`config.mk`:
```
export PLATFORM = sky130hd
export DESIGN_NAME = output_switch_ctrl
export DESIGN_NICKNAME = d
export VERILOG_FILES = /design/src/rtl/output_switch_pkg.sv /design/src/rtl/output_switch_ctrl_vs_sync.sv /design/src/rtl/output_switch_ctrl.sv
export SDC_FILE = /design/constraint.sdc
export NUM_CORES = 1
export LEC_CHECK = 0
export ABC_AREA = 0
export ABC_CLOCK_PERIOD_IN_PS = 1940
export BUFFER_PORTS_ARGS = -buffer_cell sky130_fd_sc_hd__buf_4
export CAP_MARGIN = 10
export CELL_PAD_IN_SITES_DETAIL_PLACEMENT = 0
export CELL_PAD_IN_SITES_GLOBAL_PLACEMENT = 2
export CORE_AREA = 4 4 91 93
export CTS_CLUSTER_SIZE = 25
export DETAILED_ROUTE_END_ITERATION = 10
export DIE_AREA = 0 0 95 97
export PLACE_DENSITY_LB_ADDON = 0.1
export SLEW_MARGIN = 20
export SYNTH_ARGS = -nofsm -noshare
export SYNTH_HDL_FRONTEND = slang
export SYNTH_SLANG_ARGS = --single-unit
export TNS_END_PERCENT = 100
```
`constraint.sdc`:
```
create_clock -name clk27 -period 1.94 [get_ports clk27]
set_input_delay 0.194 -clock clk27 [delete_from_list [all_inputs] [get_ports clk27]]
set_output_delay 0.194 -clock clk27 [all_outputs]
set_load 0.05 [all_outputs]
```
`src/rtl/output_switch_pkg.sv`:
```
`default_nettype none
// ============================================================================
// Module      : output_switch_pkg
// Description : Shared state encoding and default timing constants for the
//               HDMI output source switchover controller.
// Revision    : 1.0 - initial release
// ============================================================================
package output_switch_pkg;

  // Controller states, 3-bit encoded
  localparam logic [2:0] ST_IDLE   = 3'd0;
  localparam logic [2:0] ST_DRAIN  = 3'd1;
  localparam logic [2:0] ST_HOLD   = 3'd2;
  localparam logic [2:0] ST_SWITCH = 3'd3;
  localparam logic [2:0] ST_SETTLE = 3'd4;

  // Default timing: 2 muted old-source frames, 3 qualifying new-source
  // frames, 50 ms of silence at 27 MHz counts as a dead source.
  localparam int DEF_MUTE_FRAMES   = 2;
  localparam int DEF_STABLE_FRAMES = 3;
  localparam int DEF_VS_TIMEOUT    = 1350000;
  localparam int DEF_TO_W          = 21;

endpackage
`default_nettype wire

```
`src/rtl/output_switch_ctrl_vs_sync.sv`:
```
`default_nettype none
// ============================================================================
// Module      : vs_sync_edge
// Description : Brings an asynchronous VSYNC into clk27 with a 2-flop
//               synchronizer and emits a registered one-cycle pulse on each
//               rising edge.
// Revision    : 1.0 - initial release
// ============================================================================
module vs_sync_edge
  import output_switch_pkg::*;
(
  input  logic clk27,
  input  logic reset,
  input  logic i_vs_async,
  output logic o_rise
);

  logic r_s1;
  logic r_s2;
  logic r_s3;
  logic r_rise;

  // Synchronize, keep the previous synchronized level, register the edge
  always_ff @(posedge clk27) begin
    if (reset) begin
      r_s1   <= 1'b0;
      r_s2   <= 1'b0;
      r_s3   <= 1'b0;
      r_rise <= 1'b0;
    end else begin
      r_s1   <= i_vs_async;
      r_s2   <= r_s1;
      r_s3   <= r_s2;
      r_rise <= r_s2 & ~r_s3;
    end
  end

  assign o_rise = r_rise;

endmodule
`default_nettype wire

```
`src/rtl/output_switch_ctrl.sv`:
```
`default_nettype none
// ============================================================================
// Module      : output_switch_ctrl
// Description : Frame-aligned, muted switchover of the HDMI output source
//               between scanconverter (0) and videogen (1). Drains the
//               current frame, mutes for MUTE_FRAMES old-source frames, flips
//               the select, then stays muted until STABLE_FRAMES new-source
//               VSYNCs have been seen.
// Revision    : 1.0 - initial release
// ============================================================================
module output_switch_ctrl
  import output_switch_pkg::*;
#(
  parameter int MUTE_FRAMES   = DEF_MUTE_FRAMES,
  parameter int STABLE_FRAMES = DEF_STABLE_FRAMES,
  parameter int VS_TIMEOUT    = DEF_VS_TIMEOUT,
  parameter int TO_W          = DEF_TO_W
) (
  input  logic       clk27,
  input  logic       reset,
  input  logic       sel_req,
  input  logic       vs_sc_async,
  input  logic       vs_vg_async,
  output logic       src_sel,
  output logic       mute,
  output logic       vg_run,
  output logic       busy,
  output logic       stable_err,
  output logic [7:0] switch_cnt
);

  localparam logic [3:0]      c_MUTE_N   = MUTE_FRAMES[3:0];
  localparam logic [3:0]      c_STABLE_N = STABLE_FRAMES[3:0];
  localparam logic [TO_W-1:0] c_TO_LAST  = TO_W'(VS_TIMEOUT - 1);

  logic            w_sc_rise;
  logic            w_vg_rise;
  logic            w_cur_rise;
  logic            w_to;
  logic            w_tick;
  logic            w_state_chg;
  logic            w_to_clr;
  logic [3:0]      w_frm_inc;
  logic [2:0]      w_next;
  logic [3:0]      w_frm_next;
  logic            w_set_err;

  logic [2:0]      r_state;
  logic [3:0]      r_frm_cnt;
  logic [TO_W-1:0] r_to_cnt;
  logic            r_src_sel;
  logic            r_vg_run;
  logic            r_mute;
  logic            r_busy;
  logic            r_stable_err;
  logic [7:0]      r_switch_cnt;
  logic            r_switched;

  vs_sync_edge u_sync_sc (
    .clk27      (clk27),
    .reset      (reset),
    .i_vs_async (vs_sc_async),
    .o_rise     (w_sc_rise)
  );

  vs_sync_edge u_sync_vg (
    .clk27      (clk27),
    .reset      (reset),
    .i_vs_async (vs_vg_async),
    .o_rise     (w_vg_rise)
  );

  // Frame events are taken from whichever source currently drives the output;
  // a timeout stands in for a missing VSYNC so a dead source cannot stall us.
  assign w_cur_rise  = r_src_sel ? w_vg_rise : w_sc_rise;
  assign w_to        = (r_to_cnt == c_TO_LAST);
  assign w_tick      = w_cur_rise | w_to;
  assign w_frm_inc   = r_frm_cnt + 4'd1;
  assign w_state_chg = (w_next != r_state);
  assign w_to_clr    = w_cur_rise | w_to | (r_state == ST_SWITCH) | w_state_chg;

  // Next-state, frame-counter and error-set decode
  always_comb begin
    w_next     = r_state;
    w_frm_next = r_frm_cnt;
    w_set_err  = 1'b0;
    case (r_state)
      ST_IDLE: begin
        if (sel_req != r_src_sel) w_next = ST_DRAIN;
      end
      ST_DRAIN: begin
        if (sel_req == r_src_sel) w_next = ST_IDLE;
        else if (w_tick)          w_next = ST_HOLD;
      end
      ST_HOLD: begin
        // Request withdrawn while muted: same source, just re-qualify it
        if (sel_req == r_src_sel) begin
          w_next = ST_SETTLE;
        end else if (w_tick) begin
          w_frm_next = w_frm_inc;
          if (w_frm_inc == c_MUTE_N) w_next = ST_SWITCH;
        end
      end
      ST_SWITCH: begin
        w_next = ST_SETTLE;
      end
      ST_SETTLE: begin
        // A real rise takes priority over a coincident timeout
        if (sel_req != r_src_sel) begin
          w_next = ST_SWITCH;
        end else if (w_cur_rise) begin
          w_frm_next = w_frm_inc;
          if (w_frm_inc == c_STABLE_N) w_next = ST_IDLE;
        end else if (w_to) begin
          w_frm_next = 4'd0;
          w_set_err  = 1'b1;
        end
      end
      default: begin
        w_next = ST_SETTLE;
      end
    endcase
    if (w_next != r_state) w_frm_next = 4'd0;
  end

  // State, counters and registered outputs
  always_ff @(posedge clk27) begin
    if (reset) begin
      r_state      <= ST_SETTLE;
      r_frm_cnt    <= 4'd0;
      r_to_cnt     <= '0;
      r_src_sel    <= 1'b1;
      r_vg_run     <= 1'b1;
      r_mute       <= 1'b1;
      r_busy       <= 1'b1;
      r_stable_err <= 1'b0;
      r_switch_cnt <= 8'd0;
      r_switched   <= 1'b0;
    end else begin
      r_state   <= w_next;
      r_frm_cnt <= w_frm_next;
      r_to_cnt  <= w_to_clr ? '0 : r_to_cnt + TO_W'(1);
      r_mute    <= (w_next == ST_HOLD) || (w_next == ST_SWITCH) ||
                   (w_next == ST_SETTLE);
      r_busy    <= (w_next != ST_IDLE);
      if (r_state == ST_SWITCH) begin
        r_src_sel  <= sel_req;
        r_vg_run   <= sel_req;
        r_switched <= 1'b1;
      end
      if (w_set_err) r_stable_err <= 1'b1;
      if ((w_next == ST_IDLE) && (r_state != ST_IDLE)) begin
        r_switched <= 1'b0;
        if (r_state == ST_SETTLE) begin
          r_stable_err <= 1'b0;
          if (r_switched) r_switch_cnt <= r_switch_cnt + 8'd1;
        end
      end
    end
  end

  assign src_sel    = r_src_sel;
  assign mute       = r_mute;
  assign vg_run     = r_vg_run;
  assign busy       = r_busy;
  assign stable_err = r_stable_err;
  assign switch_cnt = r_switch_cnt;

endmodule
`default_nettype wire
```
After elaboration in Yosys (flattened, before gate mapping)
Index checks and enable logic that the tools add are counted.
Widths: inputs -> output; s select.
{"block": "word_totals", "inputBits": 5, "out_inout_bits": 13, "elab_cells": 81, "register_bits": 49}
{"block": "op_classes", "bitwise_logic": 7, "n_mux": 24, "add_sub_neg": 3, "eq_ne": 17, "reduce_logical": 13}
{"op": "$mux 3", "count": 9}
{"op": "$add 21x1->21 const B", "count": 1}
{"op": "$eq 21x21->1 const B", "count": 1}
{"op": "$mux 4", "count": 5}
{"op": "$eq 3x2->1 const B", "count": 4}
{"op": "$pmux 3 s4", "count": 1}
{"op": "$add 8x1->8 const B", "count": 1}
{"op": "$eq 4x2->1 const B", "count": 2}
{"op": "$mux 1", "count": 8}
{"op": "$pmux 4 s2", "count": 1}
{"op": "$eq 3x3->1 const B", "count": 2}
{"op": "$logic_not 3->1", "count": 2}
{"op": "$ne 2x2->1 const B", "count": 3}
{"op": "$reduce_bool 3->1", "count": 2}
{"op": "$reduce_or 2->1", "count": 3}
{"op": "$reduce_and 5->1", "count": 1}
{"op": "$add 4x1->4 const B", "count": 1}
{"op": "$eq 3x1->1 const B", "count": 1}
{"op": "$ne 3x3->1", "count": 1}
{"op": "$ne 3x3->1 const B", "count": 1}
{"op": "$or 1x1->1", "count": 3}
{"op": "$reduce_and 3->1", "count": 1}
{"op": "$and 1x1->1", "count": 2}
{"op": "$logic_or 1x1->1", "count": 2}
{"op": "other kinds (5)", "count": 6}

Longest topological paths before layout
Gate-level depths: netlist of run 1.
{"block": "depth", "depth_word": 9, "ltp_mapped": 8, "ltp_nobuf": 7}

Hierarchy
From an unflattened synthesis of run 1, not the netlist that was laid out.
{"block": "hier_totals", "cells_unflattened": 276, "area_unflattened_um2": 2462.4}
{"module": "output_switch_ctrl", "cells_per_inst": 260, "n_inst": 1, "seq_area_each_um2": 820.8, "area_each_um2": 2239.6}
{"module": "vs_sync_edge", "cells_per_inst": 8, "n_inst": 2, "seq_area_each_um2": 80.1, "area_each_um2": 111.4}

Least setup slack after synthesis of run 1
No wires, ideal clock.
{"block": "synth_timing", "path_kind": "register to register", "start": "register vg_run (netlist name)", "end": "register r_to_cnt[10]", "period_less_slack_ns": 2.149, "path_buffers": 2, "setup_slack_ns": -0.209, "required_ns": 1.876, "path_stages_with_launch": 9, "arrival_time_ns": 2.085, "setup_ns": 0.064, "path_cell_list": "dfxtp_1 buf_6 mux2_2 nand2_1 nor3_2 o41ai_2 nand3b_1 buf_2 nor2_1"}
{"item": "end signal, assigned", "line_no": "output_switch_ctrl.sv:142", "source": "r_to_cnt <= w_to_clr ? '0 : r_to_cnt + TO_W'(1);"}
{"item": "end, declared", "line_no": "output_switch_ctrl.sv:50", "source": "logic [TO_W-1:0] r_to_cnt;"}

Worst setup path in the final report of run 1
{"block": "layout_timing", "start": "register r_to_cnt[1]", "end": "register r_frm_cnt[3]"}
{"block": "layout_between", "elab_chain_len": 7, "word_cells_on_any_way": 12, "cone_classes": "4 x eq/ne; 5 x mux; 1 x bitwise; 2 x reduce/logical"}
{"item": "$eq 21x21->1 (*)", "line_no": "output_switch_ctrl.sv:76", "source": "assign w_to = (r_to_cnt == c_TO_LAST);"}
{"item": "$or 1x1->1", "line_no": "output_switch_ctrl.sv:77", "source": "assign w_tick = w_cur_rise | w_to;"}
{"item": "$mux 3 (on tied branches)", "line_no": "output_switch_ctrl.sv:99, output_switch_ctrl.sv:93"}
{"item": "$mux 3 (on tied branches)", "line_no": "output_switch_ctrl.sv:97, output_switch_ctrl.sv:92"}
{"item": "$pmux 3 s4", "line_no": "output_switch_ctrl.sv:87", "source": "case (r_state)"}
{"item": "$ne 3x3->1", "line_no": "output_switch_ctrl.sv:123", "source": "if (w_next != r_state) w_frm_next = 4'd0;"}
{"item": "$reduce_or 2->1 (no line)"}
{"item": "end signal, assigned", "line_no": "output_switch_ctrl.sv:141", "source": "r_frm_cnt <= w_frm_next;"}
{"item": "end, declared", "line_no": "output_switch_ctrl.sv:49", "source": "logic [3:0] r_frm_cnt;"}
Mark *: on every way between the ends. The rest lies on a longest branch, timed or not.
A chain may end at the register's enable or synchronous reset.

==> results.md, run 1 <==
- Outcome: finished, final reports clean
- Post-Syn Nets: 281
- Final HPWL DP: 3.690 mm
- Fin. Hold Viols: 0
- Ant. Diodes: 0
- WHS: 0.09517 ns
- WP data required: 2.19 ns
- Port Buffers: 17
- CTS Buffer Depth: 2
- Ports: 18
- DP Worst Slack: -0.004123 ns
- TritonCTS Buffers: 5
- Critical path class: reg2reg
- Reg power frac: 50.1%
- Tcrit/Tclk final: 94.54%
- Drt total wl: 5.399 mm
- First-pass GRT wire length: 8.673 mm
- Antenna violations before repair: 0
- HP Class: in2reg
- Worst hold stages: 2
- Yosys warning count: 0
- Post-Synthesis Cells: 271
- Synthesized cell area: 2477 sq um
- Final #Nets: 334
- Primary FF master, synth: dfxtp_1
- Skew final: 0.007758 ns
- Static Leak: 1.253 nW
- Seq/Total Area, Yosys: 39.60%
- Fin. max-slew vios: 0
- Effective utilization at floorplan: 32.91%
- Drt first pass iters: 4
- Fmax: 545.2 MHz
- CP Launch Type: register
- Iter 0 DRT Violations: 54
- Crit path DAT: 2.08 ns
- Site Rows: 32
- Most frequent cells in the layout: 44 x buf_4, 42 x dfxtp_1, 31 x nor2_1, 19 x nand2_1, 17 x xor2_1
- Sink Count: 49
- RSZ-0062 raised after global routing: false
- Final setup violation count: 0
- Clock power share: 37.3%
- Max FO, Critical Path: 8
- Internal power: 0.001560 W
- Combinational share of power: 12.5%
- Number of global-route vias before repair: 1856
- Area growth syn-to-layout: 33.08%
- Vert. Die Dim: 97 um
- Synthesized area per cell: 9.142 sq um
- CTS root buf: clkbuf_8
- Psw: 0.0004995 W
- Setup TNS Final: 0 ns
- Commonest non-fill, non-tap cell in the layout: buf_4
- Grt ovf: 0
- Crit. End Element: register
- Register bit total from synthesis: 49
- Final Critical Period: 1.834 ns
- Width of the die: 95 um
- Worst-case reg-to-reg path depth: 7
- Switching part of the total: 24.25%
- Vias: 1948
- Share of cells above drive strength 1: 34.77%
- Residual DRC: 0
- Ys async rst share: 0%
- GPL Wtd Cong: 0.7663
- Max-slew headroom at the worst pin: 78.25%
- Post-synth EDFFs: 0
- Unique cell type count in the Yosys netlist: 51
- Worst Max-Slew Pin Slew: 0.3239 ns
- Cell Pwr Density: 624.8 nW/um^2
- Die Area: 9215 sq um
- Final setup margin: 0.1060 ns
- CTS tree: yes
- Max-cap violations: 0
- All-layer global routing usage: 11.77%
- H-tree Lvls: 2
- Routed Antenna Nets: 0
- Core area: 7527 sq um
- Largest net degree at the start of global routing: 24
- Max VDD drop: 0.4262 mV
- Wire per inst: 12.64 um
- Clk pin slew, worst setup/hold paths: 0.09 ns
- Clock Latency Late Sink: 0.30 ns
- Vias per cell: 4.562
## kinds of logic (layout without fill, tap and decap cells)
kind of cell    Yosys count  in the layout  share of synthesized area [%]
compound gates           35             35                          10.15
buf+inv                  17             71                          3.384
mux                       3              3                          1.263
flops                    49             49                          39.60
fa+ha+maj                 5              5                          2.525
simple gates            133            133                          31.31
xor+xnor                 29             29                          11.77
## timing repair
| item | CTS | global route |
|---|---|---|
| pin swaps | 1 | 9 |
| setup buffers | 0 | 11 |
| cloned | 0 | 3 |
| resized for setup | 0 | 40 |
| setup endpoints to repair | 2 | 31 |
| hold buffers | 0 | 0 |
## metrics by stage
stage / instance area, sq um / total power (W) / utilization (%) / instances
finish: 3297 / 0.002060 / 43.80 / 427
CTS: 2999 / 0.002053 / 39.84 / 413
floorplan: 2481 / 0.001194 / - / 271
global placement: 2879 / 0.001272 / 38.25 / 405
global route: 3297 / 0.002147 / 43.80 / 427
detailed placement: 2879 / 0.001265 / 38.25 / 405
## routing by layer
layer	GRT usage [%]	share of wire, %	vias up
met5	0	0	-
met4	3.996	1.5	0
met3	2.566	2.2	6
met2	18.60	46	20
met1	15.71	50	888
li1	-	-	1034
## synth_stat cells, types with 2 or more instances
master | instances | share of area, %
nor2_1 | 43 | 6.5
nand2_1 | 19 | 2.9
nand3_1 | 9 | 1.8
o21a_1 | 4 | 1.2
or3_1 | 2 | 0.50
nand3b_1 | 3 | 0.91
buf_2 | 4 | 0.81
nand4_1 | 8 | 2.0
and2_1 | 3 | 0.76
nor3_1 | 7 | 1.4
o21ai_0 | 9 | 1.8
a21oi_1 | 10 | 2.0
nor4b_4 | 2 | 1.9
clkbuf_1 | 3 | 0.45
or4_1 | 2 | 0.61
mux2i_1 | 2 | 0.81
inv_1 | 7 | 1.1
and3_1 | 7 | 1.8
xnor2_1 | 10 | 3.5
ha_1 | 5 | 2.5
xor2_1 | 17 | 6.0
nor2b_1 | 10 | 2.5
nor4_4 | 2 | 1.7
dfxtp_1 | 49 | 40
buf_4 | 2 | 0.61
nand2b_1 | 6 | 1.5
a31oi_1 | 2 | 0.50
## layout make-up
class / count / area, sq um
timing repair buffer: 56 / 513.0
clock inverter: 2 / 37.54
sequential: 49 / 997.2
multi-input combinational: 205 / 1513
fill: 756 / 4230
tap: 102 / 127.6
inverter: 7 / 26.28
clock buffer: 6 / 82.58
## sequential cells by signal (all words and copies together), names as in the netlist
name	count
busy	1
mute	1
r_frm_cnt	4
r_state	3
r_switched	1
r_to_cnt	21
stable_err	1
switch_cnt	8
u_sync_sc.o_rise	1
u_sync_sc.r_s1	1
u_sync_sc.r_s2	1
u_sync_sc.r_s3	1
u_sync_vg.o_rise	1
u_sync_vg.r_s1	1
u_sync_vg.r_s2	1
u_sync_vg.r_s3	1
vg_run	1
## power by group through the flow
stage          combinational (W)  sequential (W)  clock (W)
2_1_floorplan           0.000124         0.00107          0
3_3_place_gp            0.000215         0.00106          0
3_5_place_dp            0.000208         0.00106          0
4_1_cts                 0.000209         0.00103   0.000810
5_1_grt                 0.000279         0.00104   0.000832
6_report                0.000258         0.00103   0.000769
## worst paths after layout
kind / startpoint / slack [ns] / to
setup / recovery: r_to_cnt[1] / 0.11 / r_frm_cnt[3]
hold / removal: vs_sc_async / 0.1 / u_sync_sc.r_s1
hold reg to reg: u_sync_vg.r_s3 / 0.39 / u_sync_vg.o_rise
setup reg to reg: r_to_cnt[1] / 0.11 / r_frm_cnt[3]
## critical path: stages, from the launching register on
cell and delay, ns:
dfxtp_2 0.36, ha_4 0.15, nand4_4 0.11, nor4_4 0.28, a31o_4 0.21, nand2_4 0.07, or4_4 0.48, a21oi_2 0.12
Power figures use the tool's default switching activity.
==> inputs of run 2 (changes only) <==
- CORE_AREA: 4 4 91 93 -> 4 4 108 79
- DIE_AREA: 0 0 95 97 -> 0 0 112 83
==> results.md, run 2 (synthesis results as in run 1) <==
- Number of global-route vias before repair: 1847 (-0.48%)
- Max VDD drop: 0.2925 mV (-31%)
- Final HPWL DP: 3.643 mm (-1.3%)
- Drt first pass iters: 4 (unchanged)
- Fin. Hold Viols: 0 (unchanged)
- Critical path launch point: r_frm_cnt[1]
- Multi-input gate area: 1577 sq um (+4.2%)
- Final Critical Period: 1.926 ns (+0.09202 ns)
- Grt ovf: 0 (unchanged)
- Die Area: 9296 sq um (+0.88%)
- Worst Max-Slew Pin Slew: 0.3369 ns (+0.01304 ns)
- Switching part of the total: 25.11% (+0.86 points)
- Site Rows: 27 (-16%)
- M1 GR Usage: 17.74% (+2.0 points)
- All-layer global routing usage: 11.68% (-0.082 points)
- CP Launch Type: register
- Crit. End Element: register
- CTS tree: yes
- GPL Wtd Cong: 0.7298 (-4.8%)
- Max FO, Critical Path: 5 (-3)
- Met2 Use GR: 16.21% (-2.4 points)
- Share of cells above drive strength 1: 35.87% (+1.1 points)
- Clock Latency Late Sink: 0.30 ns (about the same)
- Static Leak: 1.252 nW (about the same)
- Clock power share: 35.8% (-1.5 points)
- Iter 0 DRT Violations: 47 (-13%)
- Critical path class: reg2reg
- Port Buffers: 17 (unchanged)
- Effective utilization at floorplan: 32.59% (-0.32 points)
- Reg power frac: 50.8% (+0.7 points)
- Wire per inst: 12.73 um (+0.68%)
- Antenna violations before repair: 0 (unchanged)
- Setup slack, reg-to-reg: 0.01 ns (-0.09 ns)
- H-tree Lvls: 2 (unchanged)
- Vias per cell: 4.607 (+0.98%)
- Fin area: 3344 sq um (+1.4%)
- End of the critical path: r_to_cnt[0]
- Outcome: finished, final reports clean
- Residual DRC: 0 (unchanged)
- Core area: 7601 sq um (+0.98%)
- WHS: 0.09757 ns (+0.002397 ns)
- Vert. Die Dim: 83 um (-14%)
- Tcrit/Tclk final: 99.28% (+4.7 points)
- TritonCTS Buffers: 5 (unchanged)
- Area growth syn-to-layout: 35.00%
- Final #Nets: 338 (+1.2%)
- Fmax: 519.2 MHz (-4.8%)
- Cell Pwr Density: 610.7 nW/um^2 (-2.3%)
- Drt total wl: 5.474 mm (+1.4%)
- RSZ-0062 raised after global routing: true
- Final setup violation count: 0 (unchanged)
- Hold_buf cts: 0 (unchanged)
- Reg with most FFs: r_to_cnt
- Most frequent cells in the layout: 51 x buf_4, 42 x dfxtp_1, 28 x nor2_1, 19 x nand2_1, 17 x xor2_1
- Sink Count: 49 (unchanged)
- Sequential cell area: 992.2 sq um (-0.50%)
- Combinational share of power: 13.5% (+1.0 points)
- Reg-to-Reg End: r_to_cnt[0]
- Gr busiest metal: met1
- CTS Buffer Depth: 2 (unchanged)
- Commonest non-fill, non-tap cell in the layout: buf_4
- Fillers: 754 (-0.26%)
- First-pass GRT wire length: 9.066 mm (+4.5%)
- Routed Antenna Nets: 0 (unchanged)
- Ports: 18 (unchanged)
- Internal power: 0.001529 W (-2.0%)
- Crit path DAT: 2.17 ns (+0.09 ns)
- Post-Place Cell Area: 2888 sq um (+0.30%)
- WP data required: 2.18 ns (about the same)
- Clk pin slew, worst setup/hold paths: 0.09 ns (about the same)
- Vias: 1981 (+1.7%)
- Psw: 0.0005129 W (+2.7%)
- GRT met3 Usage: 2.840% (+0.27 points)
- Max-slew headroom at the worst pin: 77.29% (-0.95 points)
- Fin. max-slew vios: 0 (unchanged)
- Width of the die: 112 um (+18%)
- Max-cap violations: 0 (unchanged)
- CTS root buf: clkbuf_8
- Skew final: 0.009020 ns (+0.001262 ns)
- Worst-case reg-to-reg path depth: 9 (+2)
- Largest net degree at the start of global routing: 24 (unchanged)
- Largest register FFs: 21 (unchanged)
- Ant. Diodes: 0 (unchanged)
- Worst r2r src: r_frm_cnt[1]
- HP Class: in2reg
run 2: worst min path at each step:
stage | start | end | slack [ns] | depth (start not counted)
floorplan | reset | u_sync_vg.r_s3 | 0.27 | 1
global placement | u_sync_vg.r_s3 | u_sync_vg.o_rise | 0.38 | 1
detailed placement | u_sync_vg.r_s3 | u_sync_vg.o_rise | 0.37 | 1
CTS | vs_vg_async | u_sync_vg.r_s1 | 0.08 | 2
global route | vs_vg_async | u_sync_vg.r_s1 | 0.1 | 2
finish | vs_sc_async | u_sync_sc.r_s1 | 0.1 | 2
run 2: area by class of cell:
cell class                      instances  area share [%]
Timing Repair Buffer                   60           15.41
Clock inverter                          2           1.048
Inverter                                7          0.7856
Clock buffer                            6           2.170
Tap cell                              101           3.779
Multi-Input combinational cell        205           47.14
Sequential cell                        49           29.67
run 2: what timing repair did:
action,4_1_cts,5_1_grt
gates resized for setup,0,61
buffers inserted,0,13
setup endpoints to repair,1,33
cloned,0,2
pin swaps,1,32
run 2: per-stage QoR:
stage                     setup slack [ns]   TNS [ns]  cells  total power [W]  utilization, %
after floorplan                    0.04105          0    271         0.001194               -
after detailed placement         -0.005437  -0.005437    407         0.001264           37.99
after global routing              -0.05865    -0.8566    430         0.002138           44.00
after global placement             0.06940          0    407         0.001271           37.99
final                              0.01395          0    430         0.002042           44.00
after CTS                          0.04503          0    415         0.002003           39.41
run 2: critical path: stages, from the launching register on:
cell and delay, ns:
dfxtp_2 0.37, buf_6 0.12, a21boi_2 0.05, a211oi_2 0.28
nor3_2 0.09, o41ai_2 0.42, nand3b_1 0.14, buf_6 0.17
clkbuf_16 0.16, nor2_4 0.06
run 2: metal layers:
layer	vias to the layer above	share of wire, %
met2	34	41
li1	1043	-
met3	7	4.0
met4	0	1.1
met5	-	0
met1	897	53
run 2: power groups by stage:
stage | combinational, W | clock, W | sequential [W]
floorplan | 0.000124 | 0 | 0.00107
global placement | 0.000212 | 0 | 0.00106
detailed placement | 0.000206 | 0 | 0.00106
CTS | 0.000207 | 0.000761 | 0.00103
global route | 0.000303 | 0.000795 | 0.00104
finish | 0.000275 | 0.000731 | 0.00104
